### config.mk
export PLATFORM = sky130hd
export DESIGN_NAME = powerup_slot_ctrl
export DESIGN_NICKNAME = d
export VERILOG_FILES = /design/src/rtl/powerup_slot_ctrl_pkg.sv /design/src/rtl/powerup_slot_ctrl_bbox_overlap.sv /design/src/rtl/powerup_slot_ctrl.sv
export SDC_FILE = /design/constraint.sdc
export NUM_CORES = 1
export LEC_CHECK = 0
export ABC_AREA = 1
export BUFFER_PORTS_ARGS = -buffer_cell sky130_fd_sc_hd__buf_4
export CORE_UTILIZATION = 50
export CTS_CLUSTER_SIZE = 30
export DETAILED_ROUTE_END_ITERATION = 7
export PLACE_DENSITY = 0.83
export SLEW_MARGIN = 20
export SYNTH_ARGS = -nofsm -noshare
export SYNTH_HDL_FRONTEND = slang
export SYNTH_SLANG_ARGS = --single-unit
### constraint.sdc
create_clock -name clock -period 3 [get_ports clock]
set_input_delay 0.75 -clock clock [delete_from_list [all_inputs] [get_ports clock]]
set_output_delay 0.75 -clock clock [all_outputs]
set_load 0.02 [all_outputs]
### src/rtl/powerup_slot_ctrl_pkg.sv
// Shared definitions for the powerup slot controller.
//   slot_state_t   : lifecycle state encoding (ARMED / HELD / RESPAWN)
//   OFFSCREEN      : coordinate reported while the powerup is off the map
//   DEF_SPRITE_*   : default sprite box size used by the overlap test
//   MMIO_*_ADDR    : MMIO word addresses the processor wrapper decodes
//   abs_diff33     : |a - b| computed at 33 bits so it never wraps
package powerup_slot_ctrl_pkg;

  typedef enum logic [1:0] {
    ARMED   = 2'd0,
    HELD    = 2'd1,
    RESPAWN = 2'd2
  } slot_state_t;

  localparam logic [31:0] OFFSCREEN = 32'hFFFF_FFFF;

  localparam int DEF_SPRITE_W = 32;
  localparam int DEF_SPRITE_H = 32;

  localparam int MMIO_PU_BASE_ADDR = 4202;
  localparam int MMIO_PU_LAST_ADDR = 4205;

  // Both operands are zero-extended, so the 33-bit difference covers the
  // full signed range of a 32-bit unsigned subtraction.
  function automatic logic [32:0] abs_diff33(input logic [31:0] a, input logic [31:0] b);
    logic [32:0] d;
    d = {1'b0, a} - {1'b0, b};
    return d[32] ? (~d + 33'd1) : d;
  endfunction

endpackage

### src/rtl/powerup_slot_ctrl_bbox_overlap.sv
// Combinational sprite-box overlap test of one player against the spawn point.
//   px, py : player position (unsigned pixels)
//   hit    : 1 when |px-CX| <= W and |py-CY| <= H (boundary inclusive)
module powerup_slot_ctrl_bbox_overlap
  import powerup_slot_ctrl_pkg::*;
#(
  parameter int CX = 300,
  parameter int CY = 300,
  parameter int W  = DEF_SPRITE_W,
  parameter int H  = DEF_SPRITE_H
) (
  input  logic [31:0] px,
  input  logic [31:0] py,
  output logic        hit
);

  assign hit = (abs_diff33(px, 32'(CX)) <= 33'(W)) &&
               (abs_diff33(py, 32'(CY)) <= 33'(H));

endmodule

### src/rtl/powerup_slot_ctrl.sv
// Lifecycle sequencer for one map powerup: armed on the map, claimed by a
// player, held for HOLD_STAGES*TICK_DIV enabled cycles, off-map for
// RESPAWN_STAGES*TICK_DIV enabled cycles, then re-armed.
//   clock            : state changes on the falling edge, like the MMIO registers
//   reset            : asynchronous, active-high
//   enable           : 1 runs counters and allows claims; 0 freezes everything
//   clear            : level; force-expires a held powerup
//   player0/1_x/y    : player positions from MMIO
//   pu_x, pu_y       : spawn point while armed, OFFSCREEN otherwise
//   owner0, owner1   : current holder (never both)
//   stage            : stage index in HELD/RESPAWN, 0 in ARMED
//   grant_pulse      : one cycle when ownership is taken
//   expire_pulse     : one cycle when ownership is dropped
module powerup_slot_ctrl
  import powerup_slot_ctrl_pkg::*;
#(
  parameter int SPRITE_W       = DEF_SPRITE_W,
  parameter int SPRITE_H       = DEF_SPRITE_H,
  parameter int SPAWN_X        = 300,
  parameter int SPAWN_Y        = 300,
  parameter int TICK_DIV       = 100000000,
  parameter int HOLD_STAGES    = 7,
  parameter int RESPAWN_STAGES = 4
) (
  input  logic        clock,
  input  logic        reset,
  input  logic        enable,
  input  logic        clear,
  input  logic [31:0] player0_x,
  input  logic [31:0] player0_y,
  input  logic [31:0] player1_x,
  input  logic [31:0] player1_y,
  output logic [31:0] pu_x,
  output logic [31:0] pu_y,
  output logic        owner0,
  output logic        owner1,
  output logic [3:0]  stage,
  output logic        grant_pulse,
  output logic        expire_pulse
);

  localparam int TICK_W = (TICK_DIV > 1) ? $clog2(TICK_DIV) : 1;
  localparam logic [TICK_W-1:0] TICK_LAST = TICK_W'(TICK_DIV - 1);
  localparam logic [3:0] HOLD_LAST    = 4'(HOLD_STAGES);
  localparam logic [3:0] RESPAWN_LAST = 4'(RESPAWN_STAGES);

  slot_state_t       state_reg, state_next;
  logic [TICK_W-1:0] tick_reg, tick_next;
  logic [3:0]        stage_reg, stage_next;
  logic              owner0_reg, owner0_next;
  logic              owner1_reg, owner1_next;
  logic              last_winner_reg, last_winner_next;
  logic              grant_reg, grant_next;
  logic              expire_reg, expire_next;
  logic [31:0]       pu_x_reg, pu_x_next;
  logic [31:0]       pu_y_reg, pu_y_next;

  logic hit0, hit1, tie, win1, tick_last;

  powerup_slot_ctrl_bbox_overlap #(
    .CX(SPAWN_X), .CY(SPAWN_Y), .W(SPRITE_W), .H(SPRITE_H)
  ) u_overlap0 (
    .px (player0_x),
    .py (player0_y),
    .hit(hit0)
  );

  powerup_slot_ctrl_bbox_overlap #(
    .CX(SPAWN_X), .CY(SPAWN_Y), .W(SPRITE_W), .H(SPRITE_H)
  ) u_overlap1 (
    .px (player1_x),
    .py (player1_y),
    .hit(hit1)
  );

  // last_winner holds the player index of the previous tie winner; the
  // other player takes the next tie. A sole hitter does not move it.
  assign tie       = hit0 & hit1;
  assign win1      = tie ? ~last_winner_reg : hit1;
  assign tick_last = (tick_reg == TICK_LAST);

  always_ff @(negedge clock or posedge reset) begin
    if (reset) begin
      state_reg       <= ARMED;
      tick_reg        <= '0;
      stage_reg       <= 4'd0;
      owner0_reg      <= 1'b0;
      owner1_reg      <= 1'b0;
      last_winner_reg <= 1'b1;
      grant_reg       <= 1'b0;
      expire_reg      <= 1'b0;
      pu_x_reg        <= 32'(SPAWN_X);
      pu_y_reg        <= 32'(SPAWN_Y);
    end else begin
      state_reg       <= state_next;
      tick_reg        <= tick_next;
      stage_reg       <= stage_next;
      owner0_reg      <= owner0_next;
      owner1_reg      <= owner1_next;
      last_winner_reg <= last_winner_next;
      grant_reg       <= grant_next;
      expire_reg      <= expire_next;
      pu_x_reg        <= pu_x_next;
      pu_y_reg        <= pu_y_next;
    end
  end

  always_comb begin
    state_next       = state_reg;
    tick_next        = tick_reg;
    stage_next       = stage_reg;
    owner0_next      = owner0_reg;
    owner1_next      = owner1_reg;
    last_winner_next = last_winner_reg;
    grant_next       = 1'b0;
    expire_next      = 1'b0;
    pu_x_next        = pu_x_reg;
    pu_y_next        = pu_y_reg;

    if (enable) begin
      unique case (state_reg)
        ARMED: begin
          if (hit0 | hit1) begin
            state_next  = HELD;
            owner0_next = ~win1;
            owner1_next = win1;
            if (tie) last_winner_next = win1;
            pu_x_next   = OFFSCREEN;
            pu_y_next   = OFFSCREEN;
            grant_next  = 1'b1;
            tick_next   = '0;
            stage_next  = 4'd1;
          end
        end
        HELD: begin
          // clear wins over a natural expiry landing on the same cycle;
          // both take the same exit path.
          if (clear || (tick_last && stage_reg == HOLD_LAST)) begin
            state_next  = RESPAWN;
            owner0_next = 1'b0;
            owner1_next = 1'b0;
            expire_next = 1'b1;
            tick_next   = '0;
            stage_next  = 4'd1;
          end else if (tick_last) begin
            tick_next  = '0;
            stage_next = stage_reg + 4'd1;
          end else begin
            tick_next = tick_reg + TICK_W'(1);
          end
        end
        RESPAWN: begin
          // Claims are only evaluated in ARMED, so a re-arm edge can never
          // also grant; the earliest claim is the following edge.
          if (tick_last && stage_reg == RESPAWN_LAST) begin
            state_next = ARMED;
            pu_x_next  = 32'(SPAWN_X);
            pu_y_next  = 32'(SPAWN_Y);
            tick_next  = '0;
            stage_next = 4'd0;
          end else if (tick_last) begin
            tick_next  = '0;
            stage_next = stage_reg + 4'd1;
          end else begin
            tick_next = tick_reg + TICK_W'(1);
          end
        end
        default: begin
          // Unused encoding: fall back to a clean armed slot.
          state_next  = ARMED;
          owner0_next = 1'b0;
          owner1_next = 1'b0;
          pu_x_next   = 32'(SPAWN_X);
          pu_y_next   = 32'(SPAWN_Y);
          tick_next   = '0;
          stage_next  = 4'd0;
        end
      endcase
    end
  end

  assign pu_x         = pu_x_reg;
  assign pu_y         = pu_y_reg;
  assign owner0       = owner0_reg;
  assign owner1       = owner1_reg;
  assign stage        = stage_reg;
  assign grant_pulse  = grant_reg;
  assign expire_pulse = expire_reg;

endmodule
==> results of run 1 <==
==> cells by family after synthesis <==
group	after synthesis	share of synthesized area [%]
XOR/XNOR	44	4.005
other	1	0.03897
AO/OA/AOI/OAI	99	5.878
adder cells (fa/ha/maj)	11	1.430
buffers and inverters	332	16.64
flip-flops	39	10.16
AND/OR/NAND/NOR	1367	61.85
==> per-stage QoR <==
step | std cells | utilization (%)
CTS | 2650 | 80.75
detailed placement | 2590 | 72.08
global placement | 2590 | 72.08
floorplan | 1900 | -
==> synth_stat cells, drive strengths merged, types with 3 or more instances <==
cell and n:
o21bai 4, nand3 237, nor3 18, buf 87, nand2 682, dfrtn 38
inv 244, nand4 40, a31oi 3, nor4 5, nor2 366, nand3b 12
o21ai 72, a21oi 16, ha 11, xor2 42, and2 6
==> what timing repair did <==
item                                    in CTS
gates cloned                                11
endpoints found under the setup margin     102
buffers inserted                            41
resized for setup                          247
pin swaps                                   40
==> metal layers <==
metal | overflow | track usage [%]
met5 | 0 | 58.40
met4 | 47 | 81.41
met3 | 6 | 70.99
met2 | 94 | 96.91
met1 | 13 | 81.89
==> results.sh, run 1 <==
export IMPL_status="did not finish"
export IMPL_lastStage="5_1_grt"
export IMPL_firstError="[ERROR GRT-0232] Routing congestion too high. Check the congestion heatmap in the GUI."
export IMPL_cts_buffer_depth=2
export IMPL_routabilityCongestion=0.9734
export IMPL_antenna_found_initial=13
export IMPL_htree_levels=2
export IMPL_post_dp_cell_area_um2=13530
export IMPL_synth_edff_count=0
export IMPL_netlist_instances=1893
export IMPL_synth_top_flop_cell="dfrtn_1"
export IMPL_synth_area_leader_cell="nand2_1"
export IMPL_worst_endpoint="tick_reg[23]$_DFFE_NP0P_/D"
export IMPL_io_pin_count=204
export IMPL_start_util_pct=51.27
export IMPL_ys_seq_area_share_pct=10.16
export IMPL_grt_use_total_pct=82.99
export IMPL_rows=50
export IMPL_worst_ep_kind="register input"
export IMPL_ctsHoldBuffers=0
export IMPL_cts_sinks=39
export IMPL_ys_types=42
export IMPL_io_buffers=195
export IMPL_avgSynthCellArea_um2=5.083
export IMPL_yosys_warnings=0
export IMPL_fp_dieW_um=140.7
export IMPL_synth_top_area_share_pct=25.51
export IMPL_grt_max_degree=29
export IMPL_cts_buffers=5
export IMPL_dieHeight_um=140.7
export IMPL_ys_ff_latch=39
export IMPL_synthArstFlopShare_pct=100.0
export IMPL_gr_total_overflow=160
export IMPL_synth_area_top_cells="nand2_1, nor2_1, nand3_1"
export IMPL_place_ws_ps=-1811
export IMPL_dpl_hpwl_mm=27.77
export IMPL_synth_cell_area_um2=9622
export IMPL_clockRootBuffer="clkbuf_16"
==> run 2: changes to the inputs <==
--- a/config.mk
+++ b/config.mk
@@ -7,10 +7,9 @@
 export LEC_CHECK = 0
 export ABC_AREA = 1
 export BUFFER_PORTS_ARGS = -buffer_cell sky130_fd_sc_hd__buf_4
-export CORE_UTILIZATION = 50
-export CTS_CLUSTER_SIZE = 30
+export CORE_UTILIZATION = 35
 export DETAILED_ROUTE_END_ITERATION = 7
-export PLACE_DENSITY = 0.83
+export PLACE_DENSITY_LB_ADDON = 0.15
 export SLEW_MARGIN = 20
 export SYNTH_ARGS = -nofsm -noshare
 export SYNTH_HDL_FRONTEND = slang
==> results.sh, run 2 <==
export IMPL_synth_area_top_cells="nand2_1, nor2_1, nand3_1"
export IMPL_rsz0062_at_grt="yes"
export IMPL_synth_top_family_by_area="simple AND/OR/NAND/NOR gates"
export IMPL_multi_input_area_um2=8184
export IMPL_crit_fanout=6
export IMPL_p_leak_uw=0.008561
export IMPL_drtIter0Drc=748
export IMPL_routabilityCongestion=0.9189
export IMPL_rows=60
export IMPL_final_core_util_pct=60.79
export IMPL_synth_area_leader_cell="nand2_1"
export IMPL_yosys_warnings=0
export IMPL_synth_top_flop_cell="dfrtn_1"
export IMPL_synth_compound_area_share_pct=5.878
export IMPL_cts_tree="built"
export IMPL_synth_most_common_cell="nand2_1"
export IMPL_cts_buffer_depth=2
export IMPL_routed_wl_mm=35.13
export IMPL_routedWlPerCell_um=12.57
export IMPL_power_density_nw_per_um2=144.7
export IMPL_worst_setup_path_start_kind="input pin"
export IMPL_drc=0
export IMPL_p_total_uw=2370
export IMPL_avgSynthCellArea_um2=5.083
export IMPL_netlist_instances=1893
export IMPL_busiest_layer="met2"
export IMPL_peakVddDrop_mv=0.2168
export IMPL_placedCellCount=2729
export IMPL_worstSetupEndpointType="register"
export IMPL_worst_slack_ps=-1437
export IMPL_clockRootBuffer="clkbuf_16"
export IMPL_status="finished, violations left"
export IMPL_largest_reg_flops=27
export IMPL_grt_max_degree=26
export IMPL_timing_max_cap_violations=0
export IMPL_cp_arrival_ps=3090
export IMPL_synthAdderAreaFrac_pct=1.430
export IMPL_use_met1_pct=31.91
export IMPL_fin_area_um2=16380
export IMPL_insertion_delay_ps=350
export IMPL_ys_seq_area_share_pct=10.16
export IMPL_dpl_hpwl_mm=27.21
export IMPL_drt_pass1_iterations=8
export IMPL_synth_cell_area_um2=9622
export IMPL_final_hold_viol_count=0
export IMPL_final_cell_mix="nand2_1, buf_4, nor2_1"
export IMPL_ant_nets=0
export IMPL_fin_skew_ps=52.45
export IMPL_ys_types=42
export IMPL_worst_hold_path_type="reg2reg"
export IMPL_first_global_vias=12600
export IMPL_synth_commonest_cells="nand2_1, nor2_1, inv_1"
export IMPL_start_util_pct=35.70
export IMPL_grt_use_total_pct=24.53
export IMPL_synthArstFlopShare_pct=100.0
export IMPL_post_dp_cell_area_um2=13930
export IMPL_stdcell_count=2795
export IMPL_htree_levels=2
export IMPL_synth_xor_area_share_pct=4.005
export IMPL_io_pin_count=204
export IMPL_reg2reg_slack_ps=140
export IMPL_vias_per_cell=4.684
export IMPL_regArea_um2=977.2
export IMPL_violations="setup timing"
export IMPL_layout_drive_gt1_share_pct=38.63
export IMPL_ctsHoldBuffers=0
export IMPL_fp_dieW_um=167.8
export IMPL_grt_pass1_wl_mm=58.21
export IMPL_dieHeight_um=167.8
export IMPL_slew_violations=0
export IMPL_n_fill_cell=2588
export IMPL_synth_top_area_share_pct=25.51
export IMPL_met2_usage_pct=45.33
export IMPL_grt_use_met3_pct=1.387
export IMPL_io_buffers=195
export IMPL_routed_via_count=13090
export IMPL_core_um2=26950
export IMPL_synthMuxAreaShare_pct=0
export IMPL_n_antenna_cell=0
export IMPL_area_growth_pct=70.27
export IMPL_die_area_um2=28160
export IMPL_cts_sinks=39
export IMPL_nets=2596
export IMPL_critPathRequiredTime_ps=1650
export IMPL_finalSetupViolCount=102
export IMPL_cts_buffers=5
export IMPL_synth_simple_area_share_pct=61.85
export IMPL_synth_edff_count=0
export IMPL_gr_total_overflow=0
export IMPL_final_common_cell="nand2_1"
export IMPL_ys_ff_latch=39
export IMPL_antenna_found_initial=0
export IMPL_clk_pin_slew_ps=40
export IMPL_crit_type="in2reg"
-- run 2: cell counts after synthesis --
Identical to the previous run, type by type.
-- run 2: metal layers --
metal	part of all wire, %	wire [um]
met1	46	16040
met2	50	17420
met3	3.9	1355
met4	0.89	312
met5	0	0
-- run 2: cell families (layout without fill, tap and decap cells) --
logic type,count (synthesis),in the layout
flip-flops,39,39
buffers and inverters,332,882
other,1,8
adder cells (fa/ha/maj),11,11
AND/OR/NAND/NOR,1367,1371
XOR/XNOR,44,44
AO/OA/AOI/OAI,99,99
-- run 2: path summary, 6_finish.rpt --
check                                            startpoint                           to  depth (start not counted)
worst max-delay path                          player0_y[28]         stage[0]$_DFFE_NP0P_                         24
worst min-delay path            last_winner_reg$_DFFE_NP1P_  last_winner_reg$_DFFE_NP1P_                          2
worst max register to register      tick_reg[0]$_DFFE_NP0P_     tick_reg[11]$_DFFE_NP0P_                         15
worst min register to register  last_winner_reg$_DFFE_NP1P_  last_winner_reg$_DFFE_NP1P_                          2
max in group asynchronous                             reset     state_reg[1]$_DFFE_NP0P_                          3
min in group asynchronous                             reset     tick_reg[11]$_DFFE_NP0P_                          2
-- run 2: worst max-delay path, stage by stage --
cell      delay [ps]
buf_4            120
inv_1             80
nand3_2          100
nor2_4           180
buf_6            120
nand4_4          150
buf_6            180
buf_16           140
nand2_4           50
nand2_2           60
nand3_1           80
nor2_1            40
nand2_1           60
nor2_2            40
nand2_1           60
nand2_2           80
nand2_4           80
nand3_4           90
nand2_4          130
clkinv_8          90
buf_12           140
buf_16           140
nand2_4           50
o21ai_2           50
-- run 2: area by class of cell --
type,count,area share (%)
sequential,39,5.965
tap,341,2.604
inverter,243,5.682
clock buffer,7,0.8095
clock inverter,2,0.04582
timing repair buffer,630,34.94
multi-input combinational,1533,49.95
-- run 2: through the flow --
step	TNS, ps	hold slack (ps)	setup WS [ps]
finish	-78350	454.1	-1437
global route	-87560	485.0	-1595
CTS	-78420	466.9	-1370
detailed placement	-76600	434.7	-1876
global placement	-73720	433.9	-1822
floorplan	-100350	439.0	-1341
-- run 2: power breakdown --
part | switching, uW | leakage [uW] | internal, uW
Sequential | 17.5 | 0.000482 | 548
Clock | 210 | 0.0000746 | 308
Combinational | 666 | 0.00800 | 620
-- run 2: what timing repair did --
action,4_1_cts,5_1_grt
pin swaps,43,58
buffers inserted,38,12
endpoints found under the hold margin,0,0
resized for setup,280,187
gates cloned,16,3
endpoints found under the setup margin,102,102
No activity file was read; power rests on OpenSTA's default activity.
